File: src/rtl/div_sequencer.sv
// Multi-cycle divider for div/divu: restoring shift-subtract, one quotient bit
// per cycle, with sign correction, divide-by-zero shortcut and flush support.
module div_sequencer #(
    parameter int WIDTH = 32
) (
    input  logic               clk,
    input  logic               rst,
    input  logic               start_i,
    input  logic               signed_i,
    input  logic [WIDTH-1:0]   opdata1_i,
    input  logic [WIDTH-1:0]   opdata2_i,
    input  logic               annul_i,
    output logic [2*WIDTH-1:0] result_o,
    output logic               ready_o,
    output logic               stall_o
);

    localparam int CW = $clog2(WIDTH + 1);

    typedef enum logic [1:0] {IDLE, BYZERO, ON, END} state_t;

    state_t           state;
    logic [CW-1:0]    count;
    logic [2*WIDTH:0] work;
    logic [WIDTH-1:0] divisor;
    logic             sign_q;
    logic             sign_r;

    logic [2*WIDTH:0] shifted;
    logic [WIDTH+1:0] diff;
    logic [2*WIDTH:0] work_next;
    logic [WIDTH-1:0] quo;
    logic [WIDTH-1:0] rem;
    logic [WIDTH-1:0] op1_abs;
    logic [WIDTH-1:0] op2_abs;

    // One restoring step: shift left, trial-subtract the divisor from the
    // upper half, keep the difference and set the quotient bit if no borrow.
    always_comb begin
        shifted   = work << 1;
        diff      = {1'b0, shifted[2*WIDTH:WIDTH]} - {2'b0, divisor};
        work_next = diff[WIDTH+1] ? shifted
                                  : ({diff[WIDTH:0], shifted[WIDTH-1:0]} | (2*WIDTH+1)'(1));
        quo       = work_next[WIDTH-1:0];
        rem       = work_next[2*WIDTH-1:WIDTH];
    end

    always_comb begin
        op1_abs = (signed_i && opdata1_i[WIDTH-1]) ? (~opdata1_i + 1'b1) : opdata1_i;
        op2_abs = (signed_i && opdata2_i[WIDTH-1]) ? (~opdata2_i + 1'b1) : opdata2_i;
    end

    assign ready_o = (state == END);
    assign stall_o = start_i && !annul_i && (state != END);

    always_ff @(posedge clk or posedge rst) begin
        if (rst) begin
            state    <= IDLE;
            count    <= '0;
            work     <= '0;
            divisor  <= '0;
            sign_q   <= 1'b0;
            sign_r   <= 1'b0;
            result_o <= '0;
        end else begin
            case (state)
                IDLE: begin
                    if (start_i && !annul_i) begin
                        count   <= '0;
                        work    <= {{(WIDTH+1){1'b0}}, op1_abs};
                        divisor <= op2_abs;
                        sign_q  <= signed_i && (opdata1_i[WIDTH-1] ^ opdata2_i[WIDTH-1]);
                        sign_r  <= signed_i && opdata1_i[WIDTH-1];
                        state   <= (opdata2_i == '0) ? BYZERO : ON;
                    end
                end
                BYZERO: begin
                    if (annul_i) begin
                        state <= IDLE;
                    end else begin
                        result_o <= '0;
                        state    <= END;
                    end
                end
                ON: begin
                    if (annul_i) begin
                        state <= IDLE;
                        count <= '0;
                    end else begin
                        work  <= work_next;
                        count <= count + 1'b1;
                        // The last step's outcome goes straight into the result
                        // so the answer is visible on the first END cycle.
                        if (count == CW'(WIDTH - 1)) begin
                            result_o <= {sign_r ? (~rem + 1'b1) : rem,
                                         sign_q ? (~quo + 1'b1) : quo};
                            state    <= END;
                        end
                    end
                end
                END: begin
                    if (annul_i || !start_i) state <= IDLE;
                end
                default: state <= IDLE;
            endcase
        end
    end

endmodule
File: config.mk
export PLATFORM = sky130hd
export DESIGN_NAME = div_sequencer
export DESIGN_NICKNAME = d
export VERILOG_FILES = /design/src/rtl/div_sequencer.sv
export SDC_FILE = /design/constraint.sdc
export NUM_CORES = 1
export LEC_CHECK = 0
export ABC_CLOCK_PERIOD_IN_PS = 12100
export CORE_ASPECT_RATIO = 0.5
export CORE_MARGIN = 4
export CORE_UTILIZATION = 32
export CTS_BUF_LIST = sky130_fd_sc_hd__clkbuf_2
export DETAILED_ROUTE_END_ITERATION = 10
export PLACE_DENSITY_LB_ADDON = 0.08
export SYNTH_ARGS = -nofsm -noshare
export SYNTH_HDL_FRONTEND = slang
export SYNTH_SLANG_ARGS = --single-unit
export TNS_END_PERCENT = 100
File: constraint.sdc
create_clock -name clk -period 12.1 [get_ports clk]
set_input_delay 2.42 -clock clk [delete_from_list [all_inputs] [get_ports clk]]
set_output_delay 2.42 -clock clk [all_outputs]
set_load 0.02 [all_outputs]
* Yosys cells after proc, flatten, opt, wreduce, memory -nomap -nowiden *
Cells that the tools add are included.

cells by class
  add/sub/neg operators = 6
  mux-type cells = 22
  equal/unequal tests = 11
  divide/modulo/power cells = 0
  magnitude comparators = 0
  shift-type cells = 0
  $mul = 0
  bitwise operators = 5
  reductions and logical operators = 17

operators with widths
  kind                                                  number
  two-way mux 64 bit                                    6
  one-hot mux 64 bit (2 select lines)                   2
  adder 32 x 1 -> 32 bit (second input constant)        4
  two-way mux 32 bit                                    4
  NOT 32 bit                                            4
  subtractor 33 x 32 -> 34 bit                          1
  logical NOT 32 bit                                    1
  two-way mux 2 bit                                     6
  two-way mux 6 bit                                     2
  one-hot mux 6 bit (2 select lines)                    1
  != test 2 bit (second input constant)                 5
  one-hot mux 2 bit (4 select lines)                    1
  adder 6 x 1 -> 6 bit (second input constant)          1
  equality test 6 x 5 -> 1 bit (second input constant)  1
  AND reduction 3 bit                                   2
  logical AND 1 bit                                     5
  equality test 2 bit (second input constant)           2
  AND reduction 2 bit                                   2
  AND reduction 4 bit                                   1
  nonzero test 2 bit                                    2
  != test 3 bit (second input constant)                 1
  equality test 2 x 1 -> 1 bit (second input constant)  1
  logical NOT 1 bit                                     2
  logical NOT 2 bit                                     1
  other kinds (3)                                       3

word-level totals
  register bits after elaboration = 170
  RAM bits = 0
  ROM bits = 0
  logic and storage cells = 68
  memories = 0
  latch bits = 0

* Logic depth before layout (Yosys ltp) *
  depth in word-level cells = 8
  depth in mapped cells = 21
  depth with buffers taken out = 16

* Least setup slack after synthesis *
No wires, ideal clock.

  kind = input to output
  start point = in start_i
  end point = out stall_o
  stages = 2
  arrival = 2974 ps
  path buffers = 0
  slack = 6706 ps
  data required time = 9680 ps
  cell sequence = nor2b_1 -> nor2b_1

between the ends
  cells in the longest elaborated chain, start to end = 2

RTL lines
  item                            line  RTL
  from (decl)                     8     input logic start_i,
  logical AND 1 bit (2 in a row)  54    assign stall_o = start_i && !annul_i && (state != END);
  to (decl)                       15    output logic stall_o

No other way between the ends.

* Final worst setup path *
  start point = in annul_i
  end point = out stall_o

between the ends
  cells in the longest elaborated chain, start to end = 3

RTL lines
  item                            line  RTL
  from (decl)                     12    input logic annul_i,
  logical NOT 1 bit               54
  logical AND 1 bit (2 in a row)  54

No other way between the ends.

==> results.toml <==
[place]
dp_cells = 2060
finalWeightedCongestion = 0.838
placed_area_um2 = 13800
dp_hpwl_um = 28200
post-place-ws_ns = 5.68
port_buffers = 134

[cts]
ctsRootBufferMaster = "clkbuf_2"
postCtsHoldBufs = 0
path_clk_slew_ns = 0.29
cts-buffers-inserted = 17
cts_max_level = 4
clock-sinks = 170
cts_tree = "yes"
cts_resized = 0
clockBufferDepth = 2
cts_setup_buffers = 0
worstSkewPairLatency_ns = 0.87

[detailed_routing]
drt-wirelength-per-cell_um = 17.9
wirelength_um = 37400
dr.pass1.iters = 7
vias = 11125
ant_nets = 0
drtIter0Drc = 709
viasPerCell = 5.31
drc = 0

[setup_path]
critPathLaunchType = "input pin"
crit_type = "input pin to primary output"
cp_top_family = "buffers and inverters"
critPathCaptureType = "primary output"
worstRegToRegCells = 15
path_buf_inv = 2
slowest_stage = "clkdlybuf4s50_1"
max_stage_delay_ns = 0.63
cp.arrival_ns = 3.99
path_cells = "clkdlybuf4s50_1 > nor2b_1 > nor2b_1 > clkdlybuf4s50_1"
cp_num_cells = 4
required_ns = 9.68
cp_max_fo = 7

[floorplanning]
coreArea_um2 = 36500
row_count = 49
die_h_um = 145
io_pins = 135
initial_core_util_pct = 33.0
die_w_um = 282
die_area_um2 = 40900

[sta]
setup_slack_ns = 5.69
period_share_pct = 52.9
setup_viol = 0
relSlewSlack_pct = 31.8
finalHoldWorstSlack_ns = 0.509
tns_ns = 0
fmax_mhz = 156
rsz0062_at_grt = "false"
hold_viol = 0
slew_violations = 0
post-route-min-period_ns = 6.41
skew_ns = 0.0885
worstMarginPinSlew_ns = 1.01

[finish]
stdcell_area_um2 = 14100
syn2layout_area_growth_pct = 17.1
nets = 1706
drive_gt1_share_pct = 4.60
utilization_pct = 38.6
fin_cells = 2094

[global_route]
grt_pass1_vias = 11157
grt_remaining_overflow = 0
grt_max_degree = 81
grt_pass1_wl_um = 61000
grt_usage_pct = 18.5
antenna_found_initial = 1

[power]
cellLeakagePower_nw = 5.92
combPwrFrac_pct = 70.9
clock_power_share_pct = 8.5
p_int_mw = 1.93
p_total_mw = 4.28
powerDensity_nw_per_um2 = 304
peakVddDrop_mv = 0.156
sequentialPowerShare_pct = 20.6
switching_power_mw = 2.35
switching_share_pct = 54.8

[hold_path]
hold_depth = 1
hold_class = "flip-flop to flip-flop"

[synth]
synth_edf_count = 0
yosysTopAreaCellShare_pct = 35.4
async_reset_ff_share_pct = 100
synthCells = 1504
synth_cell_type_count = 77
yosysWarnings = 0
synth_area_leaders = "dfrtp_1, o21ai_0, nand2_1"
ys_ff_latch = 170
netlist_area_um2 = 12000
syn_area_per_cell_um2 = 7.99
synth.yosys.seq_area_share_pct = 35.4
yosysTopAreaCell = "dfrtp_1"
syn-num-nets = 1615
ys.flop_type = "dfrtp_1"

[status]
status = "complete, no violations"

[run]
maxCapViolations = 0
==> area by class of cell <==
class / instances / area, um^2
well taps: 484 / 606
fillers: 3791 / 22400
diodes: 2 / 5.00
clock inverters: 15 / 203
inverters: 57 / 219
repair buffers: 149 / 1450
clock buffers: 17 / 85.1
flip-flops and latches: 170 / 4250
multi-input cells: 1200 / 7250
==> cells in the mapped netlist, types with 5 or more instances <==
cell type,count
inv_1,57
xnor2_1,56
nand3_1,26
o21a_1,11
a22o_1,10
nor3_1,22
o21ai_1,13
and2_1,13
nor2_1,89
a21oi_1,94
a211oi_1,8
o22ai_1,5
ha_1,41
o21ai_0,205
or4_1,11
nand2_1,265
mux2i_1,17
clkbuf_1,53
o31ai_1,24
o211ai_1,22
nor4_1,18
dfrtp_1,170
xor2_1,76
buf_2,11
buf_1,12
a21o_1,16
o41ai_1,15
and3_1,5
nand4_1,16
nand2b_1,14
a31oi_1,8
or3_1,21
==> power by group through the flow <==
stage	logic [mW]	clock network, mW	registers (mW)
after global placement	3.00	0	0.893
after CTS	3.03	0.381	0.885
final	3.04	0.362	0.882
after floorplan	2.28	0	0.834
after detailed placement	3.01	0	0.897
after global routing	3.37	0.406	0.904
==> worst reg2reg max path, delay by kind of cell, from the launching register on <==
kind	cells	cell delay, ns
simple gates	3	1.14
xor+xnor	1	0.55
compound gates	7	1.71
buf+inv	3	0.98
flops	1	0.52
fa+ha+maj	1	0.45
==> layer usage <==
metal / GRT usage [%] / wire length [um] / vias to the layer above
li1: - / - / 5528
met1: 25.0 / 17700 / 5392
met2: 30.9 / 17800 / 176
met3: 3.64 / 1480 / 29
met4: 3.55 / 465 / 0
met5: 0 / 0 / -
==> flip-flops by register name, summed over array words and instances, names as in the netlist <==
| name | count |
|---|---|
| result_o | 64 |
| work | 64 |
| divisor | 32 |
| count | 6 |
| state | 2 |
| sign_q | 1 |
| sign_r | 1 |
==> kinds of logic (layout without fill, tap and decap cells) <==
logic type / Yosys count / count (layout) / share of synthesized area, %
multiplexers: 19 / 19 / 1.60
AND/OR/NAND/NOR: 522 / 522 / 19.8
adder cells (fa/ha/maj): 42 / 42 / 4.43
buffers and inverters: 134 / 238 / 4.36
flip-flops: 170 / 170 / 35.4
XOR/XNOR: 132 / 132 / 9.62
other: 0 / 2 / 0
AO/OA/AOI/OAI: 485 / 485 / 24.8
==> cells in the final DEF, fill, tap and decap left out, drive strengths merged, types with 12 or more instances in the layout <==
cell type and count:
xnor2 56, o21ai 218, nand2 265, a21oi 97, and2 15, dfrtp 170
nor2 89, o41ai 16, o211ai 23, nand4 16, xor2 76, o31ai 25
a21o 16, nand2b 14, clkdlybuf4s50 134, mux2i 17, nor3 22, clkbuf 17
nand3 26, inv 64, or4 12, nor4 19, or3 21, buf 15
ha 41
==> final timing paths <==
path                       startpoint            to  slack, ns
max                           annul_i       stall_o       5.69
min                          count[5]      count[5]       0.51
max reg2reg                  work[45]  result_o[62]       6.68
min reg2reg                  count[5]      count[5]       0.51
max in group asynchronous         rst   divisor[16]       8.85
min in group asynchronous         rst  result_o[21]       1.86
Note: power is estimated with default switching activity, not from simulation.
